File: src/rtl/mmc_blk_crc_seq.sv
// mmc_blk_crc_seq: sequences one MMC data block through an external byte-wide
// CRC16 engine. TX appends the CRC (MSB first); RX consumes and checks it.
// Optional build macro MMC_BLK_CRC_TIMEOUT_EN adds an idle-timeout abort and
// the timeout output port.
module mmc_blk_crc_seq #(
    parameter int BLK_LEN   = 512,
    parameter int TO_CYCLES = 65535
) (
    input  logic        clk,
    input  logic        rst,
    input  logic        start,
    input  logic        mode,
    output logic        busy,
    output logic        done,
    output logic        crc_err,
    input  logic [7:0]  in_data,
    input  logic        in_vld,
    output logic        in_rdy,
    output logic [7:0]  out_data,
    output logic        out_vld,
    input  logic        out_rdy,
    output logic        crc_rst,
    output logic [7:0]  crc_data,
    output logic        crc_dvld,
    input  logic [15:0] crc_val
`ifdef MMC_BLK_CRC_TIMEOUT_EN
    ,
    output logic        timeout
`endif
);

    localparam int CNT_W = $clog2(BLK_LEN + 1);
    localparam logic [CNT_W-1:0] LAST = CNT_W'(BLK_LEN - 1);

    typedef enum logic [2:0] {
        S_IDLE, S_INIT, S_DATA, S_WAIT, S_CRC_HI, S_CRC_LO, S_CHECK
    } state_t;

    state_t             state_q, state_d;
    logic               mode_q, mode_d;
    logic [CNT_W-1:0]   cnt_q, cnt_d;
    logic [15:0]        rx_crc_q, rx_crc_d;
    logic               done_q, done_d;
    logic               crc_err_q, crc_err_d;
    logic               crc_rst_q, crc_rst_d;
    logic               crc_dvld_q, crc_dvld_d;
    logic [7:0]         crc_data_q, crc_data_d;
    logic               hs;

`ifdef MMC_BLK_CRC_TIMEOUT_EN
    localparam int TO_W = $clog2(TO_CYCLES + 1);
    localparam logic [TO_W-1:0] TO_LAST = TO_W'(TO_CYCLES - 1);
    logic [TO_W-1:0]    idle_q, idle_d;
    logic               to_q, to_d;
`endif

    // Next-state, datapath steering and CRC-engine control.
    always_comb begin
        state_d    = state_q;
        mode_d     = mode_q;
        cnt_d      = cnt_q;
        rx_crc_d   = rx_crc_q;
        done_d     = 1'b0;
        crc_err_d  = crc_err_q;
        crc_rst_d  = 1'b0;
        crc_dvld_d = 1'b0;
        crc_data_d = crc_data_q;
        in_rdy     = 1'b0;
        out_vld    = 1'b0;
        out_data   = 8'h00;
        hs         = 1'b0;
        case (state_q)
            S_IDLE: begin
                if (start) begin
                    mode_d    = mode;
                    crc_rst_d = 1'b1;   // engine held in reset for the INIT cycle
                    state_d   = S_INIT;
                end
            end
            S_INIT: begin
                cnt_d     = '0;
                crc_err_d = 1'b0;
                state_d   = S_DATA;
            end
            S_DATA: begin
                out_data = in_data;
                out_vld  = in_vld;
                in_rdy   = out_rdy;
                hs       = in_vld & out_rdy;
                if (hs) begin
                    crc_data_d = in_data;
                    crc_dvld_d = 1'b1;
                    cnt_d      = cnt_q + CNT_W'(1);
                    if (cnt_q == LAST) state_d = S_WAIT;
                end
            end
            // crc_dvld for the last byte lands here; crc_val settles on exit.
            S_WAIT: state_d = S_CRC_HI;
            S_CRC_HI, S_CRC_LO: begin
                if (!mode_q) begin
                    out_vld  = 1'b1;
                    out_data = (state_q == S_CRC_HI) ? crc_val[15:8] : crc_val[7:0];
                    hs       = out_rdy;
                end else begin
                    in_rdy = 1'b1;
                    hs     = in_vld;
                end
                if (hs) begin
                    if (state_q == S_CRC_HI) begin
                        if (mode_q) rx_crc_d[15:8] = in_data;
                        state_d = S_CRC_LO;
                    end else if (mode_q) begin
                        rx_crc_d[7:0] = in_data;
                        state_d       = S_CHECK;
                    end else begin
                        done_d  = 1'b1;
                        state_d = S_IDLE;
                    end
                end
            end
            S_CHECK: begin
                crc_err_d = (rx_crc_q != crc_val);
                done_d    = 1'b1;
                state_d   = S_IDLE;
            end
            default: state_d = S_IDLE;
        endcase

`ifdef MMC_BLK_CRC_TIMEOUT_EN
        idle_d = idle_q;
        to_d   = to_q;
        if (state_q == S_INIT) begin
            idle_d = '0;
            to_d   = 1'b0;
        end else if (state_q == S_DATA || state_q == S_CRC_HI || state_q == S_CRC_LO) begin
            if (hs) begin
                idle_d = '0;
            end else if (idle_q == TO_LAST) begin
                idle_d    = '0;
                to_d      = 1'b1;
                crc_err_d = 1'b1;
                done_d    = 1'b1;
                state_d   = S_IDLE;
            end else begin
                idle_d = idle_q + TO_W'(1);
            end
        end
`endif
    end

    // State and control registers; rst returns everything to idle defaults.
    always_ff @(posedge clk) begin
        if (rst) begin
            state_q    <= S_IDLE;
            mode_q     <= 1'b0;
            cnt_q      <= '0;
            rx_crc_q   <= 16'h0000;
            done_q     <= 1'b0;
            crc_err_q  <= 1'b0;
            crc_rst_q  <= 1'b1;
            crc_dvld_q <= 1'b0;
            crc_data_q <= 8'h00;
        end else begin
            state_q    <= state_d;
            mode_q     <= mode_d;
            cnt_q      <= cnt_d;
            rx_crc_q   <= rx_crc_d;
            done_q     <= done_d;
            crc_err_q  <= crc_err_d;
            crc_rst_q  <= crc_rst_d;
            crc_dvld_q <= crc_dvld_d;
            crc_data_q <= crc_data_d;
        end
    end

`ifdef MMC_BLK_CRC_TIMEOUT_EN
    // Idle-cycle counter and sticky timeout flag.
    always_ff @(posedge clk) begin
        if (rst) begin
            idle_q <= '0;
            to_q   <= 1'b0;
        end else begin
            idle_q <= idle_d;
            to_q   <= to_d;
        end
    end

    assign timeout = to_q;
`endif

    assign busy     = (state_q != S_IDLE);
    assign done     = done_q;
    assign crc_err  = crc_err_q;
    assign crc_rst  = crc_rst_q;
    assign crc_dvld = crc_dvld_q;
    assign crc_data = crc_data_q;

endmodule

File: config.mk
export PLATFORM = sky130hd
export DESIGN_NAME = mmc_blk_crc_seq
export DESIGN_NICKNAME = d
export VERILOG_FILES = /design/src/rtl/mmc_blk_crc_seq.sv
export SDC_FILE = /design/constraint.sdc
export NUM_CORES = 1
export LEC_CHECK = 0
export BUFFER_PORTS_ARGS = -buffer_cell sky130_fd_sc_hd__buf_4
export CAP_MARGIN = 30
export CORE_MARGIN = 5
export CORE_UTILIZATION = 57
export CTS_CLUSTER_DIAMETER = 60
export DETAILED_ROUTE_END_ITERATION = 8
export PLACE_DENSITY = 0.84
export SLEW_MARGIN = 30
export SYNTH_ARGS = -nofsm -noshare
export SYNTH_HDL_FRONTEND = slang
export SYNTH_SLANG_ARGS = --single-unit
File: constraint.sdc
create_clock -name clk -period 4.84 [get_ports clk]
set_input_delay 0.242 -clock clk [delete_from_list [all_inputs] [get_ports clk]]
set_output_delay 0.242 -clock clk [all_outputs]
set_load 0.05 [all_outputs]
After elaboration in Yosys (flattened, before gate mapping)
Cells that the tools add are included.
{"block": "op_classes", "add_sub_neg": 1, "eq_ne": 12, "n_mux": 25, "bitwise": 3, "reduce_logical": 12}
{"op": "case mux 10 bit (2 select lines)", "n": 1}
{"op": "two-way mux 3 bit", "n": 6}
{"op": "two-way mux 8 bit", "n": 2}
{"op": "inequality test 16 bit", "n": 1}
{"op": "case mux 8 bit (2 select lines)", "n": 1}
{"op": "case mux 3 bit (5 select lines)", "n": 1}
{"op": "AND reduction 4 bit", "n": 3}
{"op": "adder 10 x 1 -> 10 bit (second input constant)", "n": 1}
{"op": "== test 10 x 9 -> 1 bit (second input constant)", "n": 1}
{"op": "two-way mux 10 bit", "n": 1}
{"op": "== test 3 bit (second input constant)", "n": 3}
{"op": "two-way mux 1 bit", "n": 9}
{"op": "inequality test 2 bit (second input constant)", "n": 4}
{"op": "case mux 1 bit (2 select lines)", "n": 4}
{"op": "== test 3 x 2 -> 1 bit (second input constant)", "n": 2}
{"op": "AND reduction 2 bit", "n": 3}
{"op": "nonzero test 2 bit", "n": 2}
{"op": "OR reduction 2 bit", "n": 2}
{"op": "== test 3 x 1 -> 1 bit (second input constant)", "n": 1}
{"op": "logical NOT 3 bit", "n": 1}
{"op": "nonzero test 3 bit", "n": 1}
{"op": "NOT 1 bit", "n": 2}
{"op": "bitwise AND 1 bit", "n": 1}
{"block": "word_totals", "reg_bits": 42, "out_inout_bits": 23}

Depth between registers and ports, before layout
Gate-level depths: netlist of run 1.
{"block": "depth", "depth_word": 5, "ltp_mapped": 7}

Least setup slack after synthesis of run 1
OpenSTA, ideal clock, no wires.
{"block": "synth_path", "path_type": "register to output", "startpoint": "register state_q[1]", "endpoint": "output out_data[0]", "arrival_ns": 2.038, "required_ns": 4.598, "slack_ns": 2.560, "path_stages_with_launch": 6, "path_buffers": 2, "path_cell_list": "dfxtp_1 > buf_4 > nor3b_1 > buf_2 > mux2i_1 > o21ai_0"}
{"block": "synth_via", "elab_chain_len": 4, "word_cells_on_any_way": 7, "cone_classes": "eq/ne (3); mux (3); reduce/logical (1)"}
{"item": "from (decl)", "line_no": "39", "source": "state_t state_q, state_d;"}
{"item": "from (signal assigned)", "line_no": "164", "source": "state_q <= state_d;"}
{"item": "== test 3 bit", "line_no": "72, 102"}
{"item": "two-way mux 8 bit", "line_no": "102", "source": "out_data = (state_q == S_CRC_HI) ? crc_val[15:8] : crc_val[7:0];"}
{"item": "two-way mux 8 bit", "line_no": "100", "source": "if (!mode_q) begin"}
{"item": "case mux 8 bit (2 select lines) (*)", "line_no": "72", "source": "case (state_q)"}
{"item": "to (decl)", "line_no": "19", "source": "output logic [7:0] out_data,"}
Mark *: on every way between the ends. The rest lies on a longest branch, timed or not.

Worst setup path after layout of run 1
{"block": "layout_path", "startpoint": "register state_q[2]", "endpoint": "output out_data[3]"}
Same word-level chain as after synthesis.

==> results.yml, run 1 <==
logic_synthesis:
  yosys_most_used_dff: "sky130_fd_sc_hd__dfxtp_1"
  synth.top_cells.by_area: "sky130_fd_sc_hd__dfxtp_1 (39%), sky130_fd_sc_hd__mux2i_1 (15%), sky130_fd_sc_hd__xnor2_1 (8.4%)"
  synth_sequential_area_ratio_pct: 38.5
  ys.warnings.count: 0
  post_synthesis_register_bit_count: 42
  yosysTopAreaCell: "sky130_fd_sc_hd__dfxtp_1"
  post_synth_xor_area_fraction_pct: 8.43
  synth.cell_area_um2: 2180
  synth-async-reset-ratio_pct: 0
  synth_top_family_by_area: "simple AND/OR/NAND/NOR gates"
  post_synth_and_or_nand_nor_area_fraction_pct: 20.2
  mean_syn_cell_area_um2: 9.02
  netlist-cell-type-count: 44
  synth_largest_type_area_fraction_pct: 38.5
  synthCells: 242
  postSynthNetCount: 273
  muxShareOfSynthArea_pct: 15.1
  post_synth_fa_ha_maj_area_fraction_pct: 0.573
  number_of_enable_flip_flop_cells_after_synthesis: 0
  synth_compound_gate_area_share_pct: 11.5
placement:
  portBuffers: 52
  placedInstanceArea_um2: 2550
  globalplace.congestion: 0.875
  placed_cells_incl_taps: 329
  detailed_place_hpwl_um: 3710
global_routing:
  grt_start_max_net_pins: 34
  use_met1_pct: 24.8
  met3_track_usage_gr_pct: 5.19
  grt_util_met2_pct: 34.1
  first_global_vias: 1855
  grt-ovfl-total: 0
  grt_most_used_layer: "met2"
  grt_pass1_wl_um: 8390
  grt_util_all_layers_pct: 20.3
  antenna_found_initial: 0
clock_network:
  clockRootBuffer: "sky130_fd_sc_hd__clkbuf_8"
  cts-htree-levels: 2
  worst_skew_pair.late_latency_ns: 0.29
  tritoncts: "done"
  ctsResizeCount: 0
  cts_buffers: 5
  cts.sink_count: 42
  max-clock-path-buffers: 2
  clkTransAtPathRegs_ns: 0.08
  post_cts_hold_buffer_count: 0
  cts_setup_buffers: 0
power:
  sw_frac_of_total_pct: 36.9
  p_comb_share_pct: 32.5
  power.leakage_nw: 1.05
  cellPowerDensity_nw_per_um2: 337
  cellInternalPower_uw: 559
  power.net_switching_uw: 327
  worst_ir_drop_vdd_mv: 0.195
  power_frac_clock_pct: 24.2
  power.sequential.fraction_pct: 43.3
  power.total_uw: 885
timing:
  report.final.slew_viol_count: 0
  setup_tns_ns: 0
  slew_headroom_pct: 56.0
  rsz0062_at_grt: "no"
  fmaxAchievable_mhz: 429
  final-hold-violation-count: 0
  final-setup-viol-count: 0
  post-route-min-period_ns: 2.33
  skew_ns: 0.00483
  worstMarginPinSlew_ns: 0.644
  final.period_utilization_pct: 48.2
floorplanning:
  std_cell_rows: 22
  die_w_um: 71.9
  initial_utilization_pct: 59.2
  core_area_um2: 3690
  die_height_um: 71.9
  dieArea_um2: 5170
  number_of_ports_placed_on_the_die_boundary: 53
final_layout:
  final_cell_mix: "sky130_fd_sc_hd__buf_4 (53), sky130_fd_sc_hd__dfxtp_1 (42), sky130_fd_sc_hd__mux2i_1 (33)"
  fin_util_pct: 71.1
  antenna_diodes: 0
  design_area_um2: 2620
  areaGrowthSynthToFinish_pct: 20.2
  drive_above_1_share_pct: 21.9
  fin_cells: 336
  most_common_library_cell_in_the_layout_ignoring_fill_and_taps: "sky130_fd_sc_hd__buf_4"
  fillers: 294
  net_count_of_the_finished_layout: 319
detailed_routing:
  detailedRoute.firstIterationViolations: 199
  firstDrtPassIters: 4
  route.detailed.drc: 0
  routed_wl_um: 5050
  ant_nets: 0
  detailroute.via_count: 1895
  post_drt_via_cell_ratio: 5.64
  wl_per_cell_um: 15.0
min_path:
  hold_path_class: "input pin to flip-flop"
setup_path:
  worst_ep_arrival_time_ns: 2.09
  criticalPathCategory: "flip-flop to primary output"
  cp.required_ns: 4.60
  crit_path_start_kind: "flip-flop"
  critical_path.max_fanout: 18
  setup.worst_path.end_class: "primary output"
flow_run:
  cap_viol_max_count: 0
run_status:
  status: "complete, no violations"
==> layer usage <==
layer,routed length (µm),up-vias
li1,-,937
met1,2200,884
met2,2470,63
met3,307,11
met4,76,0
met5,0,-
==> cell families after synthesis <==
family / after synthesis
adder cells (fa/ha/maj): 1
AND/OR/NAND/NOR: 85
multiplexers: 33
flip-flops: 42
AO/OA/AOI/OAI: 38
XOR/XNOR: 21
buffers and inverters: 22
==> synthesized netlist by cell type (5+ instances only) <==
master / instances
sky130_fd_sc_hd__nand3_1: 5
sky130_fd_sc_hd__a21oi_1: 9
sky130_fd_sc_hd__xnor2_1: 21
sky130_fd_sc_hd__inv_1: 8
sky130_fd_sc_hd__o21ai_0: 10
sky130_fd_sc_hd__nand2_1: 19
sky130_fd_sc_hd__dfxtp_1: 42
sky130_fd_sc_hd__clkbuf_1: 6
sky130_fd_sc_hd__mux2i_1: 33
sky130_fd_sc_hd__nand4_1: 5
sky130_fd_sc_hd__nor2_1: 32
==> flip-flops by register name (all words and copies together) (netlist names) <==
| signal | count |
|---|---|
| crc_data | 8 |
| mode_q | 1 |
| cnt_q | 10 |
| state_q | 3 |
| rx_crc_q | 16 |
| done | 1 |
| crc_err | 1 |
| crc_dvld | 1 |
| crc_rst | 1 |
==> stage by stage <==
step	hold slack, ns	setup slack [ns]
5_1_grt	0.179	2.31
6_report	0.181	2.51
4_1_cts	0.180	2.54
2_1_floorplan	0.385	2.56
3_5_place_dp	0.475	2.80
3_3_place_gp	0.468	2.88
==> power groups by stage <==
stage	combinational, mW	sequential (mW)	clock, mW
after floorplan	0.219	0.388	0
after CTS	0.288	0.383	0.217
after detailed placement	0.286	0.390	0
after global routing	0.309	0.386	0.231
after global placement	0.283	0.390	0
final	0.288	0.383	0.214
==> final cells by class <==
type                            count  area [µm²]  share of cell area [%]
Multi-Input combinational cell    178        1220                    46.4
Sequential cell                    42         841                    32.0
Timing Repair Buffer               53         398                    15.2
Clock buffer                        7        76.3                    2.91
Tap cell                           48        60.1                    2.29
Inverter                            8        30.0                    1.14
==> critical path: stages, from the launching register on <==
cell	delay, ns
sky130_fd_sc_hd__dfxtp_1	0.65
sky130_fd_sc_hd__nor2b_1	0.37
sky130_fd_sc_hd__nand2_1	0.28
sky130_fd_sc_hd__o21ai_0	0.26
sky130_fd_sc_hd__buf_4	0.23
==> path summary, 6_finish.rpt <==
check / cells past startpoint / slack (ns) / from / end
worst max-delay path: 4 / 2.51 / state_q[2] / out_data[3]
worst max register to register: 5 / 2.76 / state_q[2] / rx_crc_q[10]
worst min-delay path: 3 / 0.18 / mode / mode_q
worst min register to register: 2 / 0.49 / cnt_q[9] / cnt_q[9]
No activity file was read; power rests on OpenSTA's default activity.
==> run 2: changes to the inputs <==
CORE_UTILIZATION = 53   (was 57)
PLACE_DENSITY = 0.79   (was 0.84)
clock period = 2.3 ns   (was 4.84 ns; I/O delays follow)
==> run 2 against run 1 <==
Sequential share of layout area down 0.059 points; via count down 1.6%; power up 110%; register-to-register slack worse by 2.4 ns; core utilization down 5.3 points; non-clock buffer count unchanged; global-route usage down 0.33 points; routed wire length about the same; die area up 6.5%; sequential power up 110%; largest power group unchanged; highest routed layer unchanged.
==> results.yml, run 2 (same netlist as run 1, synthesis figures left out) <==
run_status:
  status: "complete, no violations"
timing:
  final-hold-violation-count: 0
  whs_ns: 0.0476
  setup_tns_ns: 0
  slew_headroom_pct: 61.6
  post-route-min-period_ns: 2.08
  rsz0062_at_grt: "no"
  final_critical_path_setup_slack_ns: 0.221
  final.period_utilization_pct: 90.4
  skew_ns: 0.00675
  fmaxAchievable_mhz: 481
  report.final.slew_viol_count: 0
  final-setup-viol-count: 0
  worstMarginPinSlew_ns: 0.561
clock_network:
  clkTransAtPathRegs_ns: 0.08
  cts.sink_count: 42
  cts_buffers: 5
  tritoncts: "done"
  worst_skew_pair.late_latency_ns: 0.30
  clockRootBuffer: "sky130_fd_sc_hd__clkbuf_8"
  max-clock-path-buffers: 2
  post_cts_hold_buffer_count: 0
  cts-htree-levels: 2
final_layout:
  antenna_diodes: 0
  net_count_of_the_finished_layout: 319
  drive_above_1_share_pct: 22.6
  fin_cells: 338
  areaGrowthSynthToFinish_pct: 20.6
  top_register: "rx_crc_q"
  most_common_library_cell_in_the_layout_ignoring_fill_and_taps: "sky130_fd_sc_hd__buf_4"
  final_cell_mix: "sky130_fd_sc_hd__buf_4 (53), sky130_fd_sc_hd__dfxtp_1 (41), sky130_fd_sc_hd__mux2i_1 (33)"
  fin_util_pct: 65.8
  largest_reg_flops: 16
  design_area_um2: 2630
global_routing:
  grt_start_max_net_pins: 34
  grt_util_all_layers_pct: 20.0
  grt_pass1_wl_um: 8480
  first_global_vias: 1852
  grt-ovfl-total: 0
  antenna_found_initial: 0
floorplanning:
  std_cell_rows: 23
  dieArea_um2: 5500
  die_height_um: 74.2
  core_area_um2: 4000
  number_of_ports_placed_on_the_die_boundary: 53
  initial_utilization_pct: 54.6
  die_w_um: 74.2
setup_path:
  cp.required_ns: 2.18
  worst_ep_arrival_time_ns: 1.96
  cp_bufs_invs: 1
  crit_path_start_kind: "flip-flop"
  cpLargestDelayFamily: "simple AND/OR/NAND/NOR gates"
  crit_path_top_delay_cell: "sky130_fd_sc_hd__dfxtp_2"
  critical_path.max_fanout: 18
  setup.worst_path.end_class: "primary output"
  critical_path.cell_chain: "nor2b_1, nand2_1, o21ai_0, buf_4"
  longest_individual_stage_delay_on_the_worst_path_ns: 0.49
  criticalPathCategory: "flip-flop to primary output"
detailed_routing:
  ant_nets: 0
  detailedRoute.firstIterationViolations: 178
  routed_wl_um: 5050
  post_drt_via_cell_ratio: 5.52
  firstDrtPassIters: 4
  detailroute.via_count: 1865
  wl_per_cell_um: 14.9
  route.detailed.drc: 0
placement:
  globalplace.congestion: 0.809
  detailed_place_hpwl_um: 3640
  placement.setup.worst_slack_ns: 0.416
  placedInstanceArea_um2: 2550
  portBuffers: 52
  placed_cells_incl_taps: 331
power:
  power.total_mw: 1.86
  worst_ir_drop_vdd_mv: 0.510
  cellPowerDensity_nw_per_um2: 708
  power.leakage_nw: 1.05
min_path:
  hold_path_class: "input pin to flip-flop"
flow_run:
  cap_viol_max_count: 0
[run 2: path summary, 6_finish.rpt]
path | startpoint | endpoint | slack (ns) | depth (start not counted)
worst max-delay path | state_q[2] | out_data[3] | 0.22 | 4
worst min-delay path | mode | mode_q | 0.05 | 3
worst max register to register | state_q[0] | rx_crc_q[2] | 0.34 | 4
worst min register to register | cnt_q[8] | cnt_q[8] | 0.49 | 2
[run 2: per-layer routing]
metal,vias up,GRT usage [%],part of all wire [%]
li1,936,-,-
met1,868,25.7,46
met2,52,31.7,47
met3,9,5.54,6.0
met4,0,8.05,1.6
met5,-,0,0
[run 2: power by group]
group	total (mW)	switching, mW	internal (mW)
sequential	0.807	0.0529	0.754
clock	0.450	0.241	0.209
combinational	0.606	0.393	0.213
total	1.86	0.687	1.18
[run 2: layout make-up]
| type | instances | area, µm² |
|---|---|---|
| flip-flops and latches | 42 | 842 |
| clock buffers | 7 | 76.3 |
| multi-input cells | 178 | 1220 |
| repair buffers | 53 | 398 |
| fillers | 359 | 1370 |
| well taps | 50 | 62.6 |
| inverters | 8 | 30.0 |
[run 2: repair_timing]
action                                  in CTS  in global routing
endpoints found under the setup margin       0                  8
buffers inserted                             0                  0
hold endpoints to repair                     0                  0
gates resized for setup                      0                  1
[run 2: worst min-delay path: stages]
cell and delay [ns]:
sky130_fd_sc_hd__buf_4 0.07, sky130_fd_sc_hd__mux2i_1 0.05, sky130_fd_sc_hd__nor2_1 0.07
